==> src/rtl/riscv_pkg.sv <==
// rtl/riscv_pkg.sv - shared types and constants for the instruction fetch queue
package riscv_pkg;

    // Fetch front-end mode: streaming requests, or waiting out squashed responses
    typedef enum logic [0:0] {
        FETCH = 1'b0,
        DRAIN = 1'b1
    } fetch_state_e;

    localparam logic [31:0] DEFAULT_RESET_PC = 32'h0000_0000;

    // One buffered instruction together with the address it was fetched from
    typedef struct packed {
        logic [31:0] pc;
        logic [31:0] instr;
    } fetch_entry_t;

    // Force a byte address onto a word boundary
    function automatic logic [31:0] word_align(input logic [31:0] addr);
        return {addr[31:2], 2'b00};
    endfunction

endpackage

==> src/rtl/fetch_fifo.sv <==
// rtl/fetch_fifo.sv - synchronous FIFO with flush, occupancy count and zeroed head when empty
module fetch_fifo #(
    parameter int  DEPTH = 4,
    parameter type T     = logic [63:0]
) (
    input  logic                     clk,
    input  logic                     reset,
    input  logic                     push,
    input  T                         push_data,
    input  logic                     pop,
    input  logic                     flush,
    output logic [$clog2(DEPTH):0]   count,
    output T                         head
);

    localparam int              AW         = $clog2(DEPTH);
    localparam logic [AW:0]     FULL_COUNT = (AW + 1)'(DEPTH);

    T               mem [DEPTH];
    logic [AW-1:0]  wr_ptr;
    logic [AW-1:0]  rd_ptr;
    logic           do_pop;

    assign do_pop = pop && (count != '0);

    // Storage is not reset; the head output is masked while the FIFO is empty
    always_ff @(posedge clk) begin
        if (push && !flush) begin
            mem[wr_ptr] <= push_data;
        end
    end

    // Pointers wrap naturally because DEPTH is a power of two; flush discards everything
    always_ff @(posedge clk or posedge reset) begin
        if (reset) begin
            wr_ptr <= '0;
            rd_ptr <= '0;
            count  <= '0;
        end else if (flush) begin
            wr_ptr <= '0;
            rd_ptr <= '0;
            count  <= '0;
        end else begin
            if (push) begin
                wr_ptr <= wr_ptr + 1'b1;
            end
            if (do_pop) begin
                rd_ptr <= rd_ptr + 1'b1;
            end
            count <= count + (AW + 1)'(push) - (AW + 1)'(do_pop);
        end
    end

    assign head = (count != '0) ? mem[rd_ptr] : '0;

    // The upstream credit scheme must never let a push land on a full FIFO
    assert property (@(posedge clk) disable iff (reset) !(push && !flush && (count == FULL_COUNT)));

endmodule

==> src/rtl/ifetch_queue.sv <==
// rtl/ifetch_queue.sv - sequential instruction fetcher with credit-limited request issue and redirect squash
module ifetch_queue
    import riscv_pkg::*;
#(
    parameter int          DEPTH    = 4,
    parameter logic [31:0] RESET_PC = DEFAULT_RESET_PC
) (
    input  logic        clk,
    input  logic        reset,
    output logic        mem_req,
    output logic [31:0] mem_addr,
    input  logic        mem_gnt,
    input  logic        mem_rvalid,
    input  logic [31:0] mem_rdata,
    input  logic        redirect,
    input  logic [31:0] redirect_pc,
    output logic        out_valid,
    input  logic        out_ready,
    output logic [31:0] out_pc,
    output logic [31:0] out_instr
);

    localparam int            CW      = $clog2(DEPTH) + 1;
    localparam logic [CW-1:0] DEPTH_C = CW'(DEPTH);

    fetch_state_e   state;
    logic [31:0]    fetch_pc;
    logic [CW-1:0]  outstanding;
    logic [CW-1:0]  discard;
    logic [CW-1:0]  count;
    logic [CW-1:0]  remaining;
    logic           credit;
    logic           grant;
    logic           accept_resp;
    fetch_entry_t   push_entry;
    fetch_entry_t   head;

    // Every slot is either buffered or promised to an in-flight request, so the FIFO cannot overflow
    assign credit      = ({1'b0, count} + {1'b0, outstanding}) < {1'b0, DEPTH_C};
    assign mem_req     = !reset && (state == FETCH) && credit && !redirect;
    assign mem_addr    = fetch_pc;
    assign grant       = mem_req && mem_gnt;
    assign accept_resp = mem_rvalid && (state == FETCH) && !redirect;

    // Responses are in order, so the oldest in-flight request sits outstanding words behind fetch_pc
    assign push_entry.pc    = fetch_pc - (32'(outstanding) << 2);
    assign push_entry.instr = mem_rdata;

    // In-flight count left once this cycle's response (if any) has retired
    assign remaining = outstanding - CW'(mem_rvalid);

    // Fetch PC, in-flight tracking and the FETCH/DRAIN sequencing
    always_ff @(posedge clk or posedge reset) begin
        if (reset) begin
            state       <= FETCH;
            fetch_pc    <= RESET_PC;
            outstanding <= '0;
            discard     <= '0;
        end else if (redirect) begin
            fetch_pc    <= word_align(redirect_pc);
            outstanding <= remaining;
            discard     <= remaining;
            state       <= (remaining != '0) ? DRAIN : FETCH;
        end else begin
            if (grant) begin
                fetch_pc <= fetch_pc + 32'd4;
            end
            outstanding <= outstanding + CW'(grant) - CW'(mem_rvalid);
            if ((state == DRAIN) && mem_rvalid) begin
                discard <= discard - CW'(1);
                if (discard == CW'(1)) begin
                    state <= FETCH;
                end
            end
        end
    end

    fetch_fifo #(
        .DEPTH (DEPTH),
        .T     (fetch_entry_t)
    ) u_fifo (
        .clk       (clk),
        .reset     (reset),
        .push      (accept_resp),
        .push_data (push_entry),
        .pop       (out_valid && out_ready),
        .flush     (redirect),
        .count     (count),
        .head      (head)
    );

    assign out_valid = (count != '0);
    assign out_pc    = head.pc;
    assign out_instr = head.instr;

    // The low address bits of a redirect target carry no meaning for word fetches
    logic redirect_pc_unused;
    assign redirect_pc_unused = ^redirect_pc[1:0];

endmodule

==> config.mk <==
export PLATFORM = sky130hd
export DESIGN_NAME = ifetch_queue
export DESIGN_NICKNAME = d
export VERILOG_FILES = /design/src/rtl/riscv_pkg.sv /design/src/rtl/fetch_fifo.sv /design/src/rtl/ifetch_queue.sv
export SDC_FILE = /design/constraint.sdc
export NUM_CORES = 1
export LEC_CHECK = 0
export ABC_AREA = 1
export BUFFER_PORTS_ARGS = -buffer_cell sky130_fd_sc_hd__buf_2
export CAP_MARGIN = 20
export CORE_ASPECT_RATIO = 1.2
export CORE_MARGIN = 4
export CORE_UTILIZATION = 45
export CTS_BUF_LIST = sky130_fd_sc_hd__clkbuf_8 sky130_fd_sc_hd__clkbuf_16
export DETAILED_ROUTE_END_ITERATION = 7
export GPL_TIMING_DRIVEN = 0
export PLACE_DENSITY = 0.64
export SLEW_MARGIN = 25
export SYNTH_ARGS = -nofsm -noshare
export SYNTH_HDL_FRONTEND = slang
export SYNTH_SLANG_ARGS = --single-unit
==> constraint.sdc <==
create_clock -name clk -period 6.2 [get_ports clk]
set_clock_uncertainty 0.05 [all_clocks]
set_input_delay 0.62 -clock clk [delete_from_list [all_inputs] [get_ports clk]]
set_output_delay 0.62 -clock clk [all_outputs]
set_load 0.01 [all_outputs]
# Yosys cells after proc, flatten, opt, wreduce, memory -nomap -nowiden
# Memories as Yosys holds them, arrays and structs flattened.
# Index checks and enable logic that the tools add are counted.
# word_totals
ramBits	256
input_bits	70
word_cells	59
mem_count	1
regBits	46
out_inout_bits	98
# op_classes
mux	17
n_reduce_logical	20
n_bitwise	1
eq_ne	1
n_lt_le_gt_ge	1
n_addsub	11
# mem_list
memory	depth	width	rd	rd_clocked_by_memory_dff	wr	line_no	rtl
u_fifo.mem	4	64	1	0	1	fetch_fifo.sv:19	T mem [DEPTH];
# op_table
cell	count
32-bit 2-to-1 mux	2
64-bit 2-to-1 mux	1
32-bit by 3-bit adder with 32-bit output (second input constant)	1
32-bit by 5-bit subtractor with 32-bit output	1
3-bit 2-to-1 mux	4
1-bit logical AND	10
2-bit nonzero test	5
3-bit by 1-bit subtractor with 3-bit output	3
2-bit 2-to-1 mux	4
3-bit by 1-bit adder with 3-bit output	2
1-bit 2-to-1 mux	6
3-bit nonzero test	2
2-bit by 1-bit adder with 2-bit output (second input constant)	2
3-bit by 3-bit adder with 4-bit output	1
4-bit by 3-bit less-than comparator with 1-bit output (second input constant)	1
3-bit by 1-bit == test with 1-bit output (second input constant)	1
3-bit by 1-bit subtractor with 3-bit output (second input constant)	1
1-bit logical NOT	2
2-bit AND reduction	1
1-bit NOT	1

# Depth between registers and ports, before layout
# Gate-level depths: netlist (run 1).
# logic_depth
depth_word	8
ltp_mapped	14
mapped_depth_nobuf	13

# Modules after synthesis
# Synthesis (run 1) repeated with hierarchy kept, for this count alone.
# hier_totals
cells_unflattened	1634
area_unflattened_um2	14761.7
# by_module_without_submodules
mod	cells_per_inst	n_inst	area_per_inst_um2	seq_area_each_um2
fetch_fifo	1007	1	11010.6	7862.5
ifetch_queue	627	1	3751.1	925.9

# Worst setup path before layout (run 1)
# Ideal clock, no wire load.
# synth_timing
kind	input port to flip-flop
from	input redirect
to	memory u_fifo.mem[0][0] (netlist bit), enable pin
path_stages	4
required_ps	5668
arrival_time_ps	3818
n_path_buf	1
setup_slack_ps	1849
cell_sequence	clkbuf_1 nor3_1 inv_1 nor2_1
# synth_via
elab_chain_cells	5
# synth_rtl
item	line_no	rtl
start: declaration	ifetch_queue.sv:15	input logic redirect,
1-bit logical NOT (*)	fetch_fifo.sv:28, ifetch_queue.sv:43	
1-bit logical AND	ifetch_queue.sv:43	assign accept_resp = mem_rvalid && (state == FETCH) && !redirect;
1-bit logical AND (*)	fetch_fifo.sv:28	if (push && !flush) begin
1-bit 2-to-1 mux (*)	fetch_fifo.sv:28	
1-bit 2-to-1 mux (not written as such) (*)	fetch_fifo.sv:29	mem[wr_ptr] <= push_data;
end: declaration	fetch_fifo.sv:19	
# Mark *: on every way between the ends. The rest lies on a longest branch, timed or not.

# Worst setup path after layout (run 1)
# layout_timing
from	register u_fifo.rd_ptr[0]
to	output out_pc[11]
# layout_via
elab_chain_cells	2
# layout_rtl
item	line_no	rtl
start: declaration	fetch_fifo.sv:21	logic [AW-1:0] rd_ptr;
start signal: assignment	fetch_fifo.sv:48	rd_ptr <= rd_ptr + 1'b1;
memory 4 x 64 bit	-	
64-bit 2-to-1 mux	fetch_fifo.sv:54	assign head = (count != '0) ? mem[rd_ptr] : '0;
end: declaration	ifetch_queue.sv:19	output logic [31:0] out_pc,
# Every way passes these cells.

==> metrics.cfg, run 1 <==
[outcome]
outcome = finished clean

[floorplan]
die_h_um = 200
die-area_um2 = 33400
dieWidth_um = 168
start_util = 0.461
io_pins = 168
placementRows = 69
core_um2 = 29900

[synth]
ys.flop_type = edfxtp_1
synth_edf_count = 248
yosysTopAreaCellShare = 0.541
yosys.area.top_type = edfxtp_1
synth.distinct_cells = 33
syn_inst = 1426
ys_ff_latch = 292
synth_area_um2 = 13800
yosysWarnings = 0
async_reset_ff_frac = 0.151
synthTopCellsByArea = edfxtp_1, nor2_1, dfrtp_1
synth.avg_cell_area_um2 = 9.65
ys_seq_area_frac = 0.621

[pwr]
p_clk_frac = 0.305
power_leakage_nw = 6.67
vdd_drop_max_mv = 0.236
p_per_area_nw_per_um2 = 367
switching_share = 0.337
seq_power_share = 0.398
p_sw_mw = 2.03
p_int_mw = 4.00
pwr-share-comb = 0.297

[setup_path]
worstSetupPathType = reg -> out
crit_path_start_kind = flip-flop
cp_max_fo = 10
critPathCaptureType = output port
cp.buffers_inverters = 5
slowest_delay_ns = 0.42
crit_top_cell = buf_2
cp_top_family = buffers and inverters
cpMaxStageDelayCell = clkbuf_1
path_cells = buf_2 -> inv_2 -> buf_2 -> clkbuf_1 -> o21ai_0 -> a21oi_1 -> buf_2
arrival_ns = 2.60
cp.required_ns = 5.53

[sta]
maxSlewViolCount = 0
worst_slew_pin_slew_ns = 0.619
period_share = 0.528
finalHoldViolCount = 0
fmax_mhz = 305
fin_crit_ns = 3.27
tns_ns = 0
slew_headroom = 0.587
rsz0062_at_grt = false
setup_violations = 0

[global_route]
grt_pass1_vias = 10100
grt_remaining_overflow = 0
antenna_found_initial = 0
grtUsageTotal = 0.208
grt_pass1_wl_um = 55000
grt_max_degree = 29

[cts]
cts_tree = yes
clockRootBuffer = clkbuf_16
htreeDepth = 1
cts.sinks = 292
cts_resized = 0
post_cts_buffers = 0
clk_latency_ns = 0.56
path_clk_slew_ns = 0.06
cts_hold_buf = 0
clk_path_buf_depth = 3
numCtsBuffers = 30

[drt]
first_pass_iters = 5
drc = 0
routed_wl_um = 35300
drt_iter0_markers = 800
via_count = 10500
via_per_inst = 5.12
ant_nets = 0
avgRoutedWirePerCell_um = 17.3

[placed_design]
dp_cells = 1993
dp_hpwl_um = 24900
routabilityCongestion = 0.885
portBuffers = 161

[cells_and_area]
antenna_cells = 0
final_common_cell = nor2_1
mostFrequentLayoutCells = nor2_1, nand2_1, edfxtp_1
final_cells = 2045
nFillCells = 2617
fin_nets = 1726
syn_to_final_growth_pct = 19.3
drive_gt1_frac = 0.175

[worst_hold_path]
hold_class = in -> async

[job]
drv_cap = 0

==> registers in the layout (all words and copies together) (netlist names) <==
signal         flops
u_fifo.mem       248
mem_addr          30
discard            3
outstanding        3
u_fifo.count       3
u_fifo.rd_ptr      2
u_fifo.wr_ptr      2
state              1
==> cell families (layout without fill, tap and decap cells) <==
group,count (synthesis),after routing,share of synthesized area
buffers and inverters,171,397,0.0548
XOR/XNOR,23,23,0.0146
AO/OA/AOI/OAI,221,221,0.0822
flip-flops,292,292,0.621
AND/OR/NAND/NOR,697,697,0.206
other,1,4,0.000273
adder cells (fa/ha/maj),21,21,0.0207
==> metal layers <==
| metal | wire length (um) | global-route usage | vias to the layer above |
|---|---|---|---|
| met3 | 2000 | 0.0251 | 50 |
| met4 | 834 | 0.0559 | 0 |
| met5 | 0 | 0 | - |
| li1 | - | - | 5160 |
| met1 | 15200 | 0.278 | 4909 |
| met2 | 17300 | 0.363 | 352 |
==> worst paths after layout <==
kind,start,end,slack (ns),cells past startpoint
worst min register to register,u_fifo.wr_ptr[1],u_fifo.wr_ptr[1],0.50,2
worst max register to register,outstanding[1],outstanding[2],3.27,14
worst max-delay path,u_fifo.rd_ptr[0],out_pc[11],2.93,7
min in group clk,redirect_pc[9],mem_addr[9],0.23,3
max in group asynchronous,reset,mem_addr[16],5.57,3
worst min-delay path,reset,outstanding[0],0.01,2
==> power by group through the flow <==
| stage | Combinational, mW | Sequential [mW] | Clock [mW] |
|---|---|---|---|
| floorplan | 1.07 | 2.43 | 0 |
| global placement | 1.75 | 2.44 | 0 |
| detailed placement | 1.81 | 2.44 | 0 |
| CTS | 1.82 | 2.40 | 1.86 |
| global route | 2.02 | 2.41 | 1.95 |
| finish | 1.79 | 2.40 | 1.84 |
==> synth_stat cells (2+ instances only) <==
cell type and count:
a21oi_1 66, buf_2 26, buf_4 9, buf_6 6, clkbuf_1 33, dfrtp_1 44
edfxtp_1 248, fa_1 3, ha_1 18, inv_1 94, inv_2 3, nand2_1 252
nand2_2 5, nand3_1 66, nand4_1 5, nor2_1 344, nor2_2 5, nor2_4 6
nor3_1 7, o211ai_1 7, o21ai_0 143, o21ai_1 2, or2_2 3, xnor2_1 3
xor2_1 20
==> final cells by class <==
| class | instances | area, um^2 | share of cell area |
|---|---|---|---|
| plain buffers | 74 | 389 | 0.0237 |
| well taps | 390 | 488 | 0.0297 |
| repair buffers | 174 | 1110 | 0.0679 |
| clock buffers | 31 | 776 | 0.0473 |
| flip-flops and latches | 292 | 8550 | 0.521 |
| multi-input cells | 966 | 4500 | 0.274 |
| clock inverters | 21 | 235 | 0.0143 |
| inverters | 97 | 364 | 0.0222 |
==> metrics by stage <==
step	power [mW]	hold WS (ns)	utilization	setup slack, ns	instance area (um^2)
2_1_floorplan	3.51	0.449	-	1.85	13800
3_3_place_gp	4.20	0.469	0.504	-0.608	15100
3_5_place_dp	4.24	0.493	0.515	3.17	15400
4_1_cts	6.07	0.00425	0.549	2.80	16400
5_1_grt	6.38	0.0231	0.549	2.73	16400
6_report	6.02	0.0124	0.549	2.93	16400
Power figures use the tool's default switching activity.
==> inputs of run 2 (changes only) <==
PLACE_DENSITY = 0.67   (was 0.64)
clock period = 3 ns   (was 6.2 ns; I/O delays follow)
==> metrics.cfg, run 2 (same netlist as run 1, synthesis figures left out) <==
[setup_path]
r2r_cells = 14  ; unchanged
reg2reg_setup_slack_ns = 0.14  ; -3.13 ns
cp_max_fo = 10  ; unchanged
slowest_delay_ns = 0.45  ; +0.03 ns
reg2reg_from = outstanding[2]
crit_path_end = outstanding[2]
worstSetupPathType = reg -> reg
crit_top_cell = ha_1
critPathCaptureType = flip-flop
cpMaxStageDelayCell = dfrtp_2
startpoint = outstanding[2]
path_cells = ha_1 -> nor2_1 -> nand2_2 -> nor2_4 -> nand2_4 -> buf_6 -> ha_1 -> inv_1 -> ha_1 -> fa_2 -> xnor2_2 -> nand2_1 -> nand2_1 -> o21ai_0
arrival_ns = 3.22  ; +0.62 ns
crit_path_start_kind = flip-flop
r2r_end = outstanding[2]
cp.required_ns = 3.36  ; -2.17 ns

[job]
drv_cap = 0  ; unchanged

[sta]
finalHoldViolCount = 0  ; unchanged
hold_ws_ns = 0.0341  ; +0.0217 ns
period_share = 0.954
maxSlewViolCount = 0  ; unchanged
fmax_mhz = 349
fin_crit_ns = 2.86
worst_slew_pin_slew_ns = 0.675  ; +0.0566 ns
setup_violations = 0  ; unchanged
slew_headroom = 0.549  ; -0.0378

[cells_and_area]
fin_nets = 1787  ; +3.5%
drive_gt1_frac = 0.172  ; -0.00243
antenna_cells = 0  ; unchanged
syn_to_final_growth_pct = 23.4
largest_reg_flops = 248  ; unchanged
final_common_cell = nor2_1
regMostFlops = u_fifo.mem
finish.instance_area_um2 = 17000  ; +3.4%
mostFrequentLayoutCells = nor2_1, nand2_1, edfxtp_1

[drt]
routed_wl_um = 35800  ; +1.4%
ant_nets = 0  ; unchanged
drc = 0  ; unchanged
via_count = 10700  ; +2.0%
avgRoutedWirePerCell_um = 17.0  ; -1.7%
drt_iter0_markers = 779  ; -2.6%
via_per_inst = 5.06  ; -1.1%
first_pass_iters = 5  ; unchanged

[floorplan]
io_pins = 168  ; unchanged
die-area_um2 = 33400  ; unchanged
die_h_um = 200  ; unchanged
start_util = 0.461  ; unchanged
core_um2 = 29900  ; unchanged
placementRows = 69  ; unchanged
dieWidth_um = 168  ; unchanged

[pwr]
vdd_drop_max_mv = 0.557  ; +140%
power_leakage_nw = 6.91  ; +3.6%
totalPowerFinal_mw = 12.1  ; +100%
p_per_area_nw_per_um2 = 714  ; +95%

[placed_design]
dp_hpwl_um = 24900  ; about the same
placed_cell_area_um2 = 15400  ; +0.31%
routabilityCongestion = 0.955  ; +8.0%
portBuffers = 161  ; unchanged

[cts]
cts.sinks = 292  ; unchanged
clockRootBuffer = clkbuf_16
htreeDepth = 1  ; unchanged
path_clk_slew_ns = 0.06  ; about the same
numCtsBuffers = 30  ; unchanged
clk_latency_ns = 0.55  ; about the same
clk_path_buf_depth = 3  ; unchanged
cts_tree = yes

[global_route]
antenna_found_initial = 0  ; unchanged
grt_pass1_vias = 10500  ; +4.0%
grt_pass1_wl_um = 55700  ; +1.3%
grt_max_degree = 29  ; unchanged
grtUsageTotal = 0.210  ; +0.00157
grt_remaining_overflow = 0  ; unchanged

[outcome]
outcome = finished clean

[worst_hold_path]
hold_path_depth = 5
hold_class = in -> reg

[run 2: metal layers]
layer	share of wire	GRT usage	up-vias
li1	-	-	5297
met1	0.42	0.274	4987
met2	0.50	0.374	347
met3	0.060	0.0243	48
met4	0.021	0.0535	0
met5	0	0	-
[run 2: timing repair]
item / 4_1_cts / 5_1_grt
endpoints found under the setup margin: 3 / 13
setup buffers: 0 / 0
endpoints found under the hold margin: 171 / 0
hold buffers: 60 / 0
gates resized for setup: 2 / 9
pin swaps: 0 / 0
[run 2: per-stage QoR]
| stage | setup TNS, ns | utilization | std cells | setup slack [ns] |
|---|---|---|---|---|
| 2_1_floorplan | -255.63 | - | 1429 | -1.03 |
| 3_3_place_gp | -854.10 | 0.504 | 1980 | -3.46 |
| 3_5_place_dp | 0 | 0.517 | 1994 | 0.0253 |
| 4_1_cts | 0 | 0.567 | 2109 | 0.0161 |
| 5_1_grt | -0.0279 | 0.568 | 2109 | -0.0279 |
| 6_report | 0 | 0.568 | 2109 | 0.138 |
[run 2: worst min path at each step]
stage              startpoint          endpoint
2_1_floorplan    mem_rdata[0]  u_fifo.mem[0][0]
3_3_place_gp     mem_rdata[0]  u_fifo.mem[2][0]
3_5_place_dp            reset        discard[0]
4_1_cts        redirect_pc[3]       mem_addr[3]
5_1_grt        redirect_pc[3]       mem_addr[3]
6_report       redirect_pc[3]       mem_addr[3]
[run 2: worst max-delay path, delay by kind of cell, from the launching register on]
family / cells / cell delay [ns]
buffers and inverters: 2 / 0.21
flip-flops: 1 / 0.45
AND/OR/NAND/NOR: 6 / 0.65
XOR/XNOR: 1 / 0.19
AO/OA/AOI/OAI: 1 / 0.07
adder cells (fa/ha/maj): 4 / 1.12
[run 2: report_power, final]
| part | internal [mW] | switching [mW] | leakage [nW] |
|---|---|---|---|
| clock | 1.87 | 1.49 | 0.456 |
| combinational | 1.26 | 2.55 | 3.67 |
| sequential | 4.78 | 0.173 | 2.78 |
| total | 7.91 | 4.22 | 6.91 |
[run 2: cell type report]
class / instances / area, um^2
Buffer: 74 / 394
Clock buffer: 31 / 776
Tap cell: 390 / 488
Multi-Input combinational cell: 966 / 4510
Inverter: 97 / 364
Sequential cell: 292 / 8550
Timing Repair Buffer: 235 / 1760
Fill cell: 2557 / 12900
Clock inverter: 24 / 126
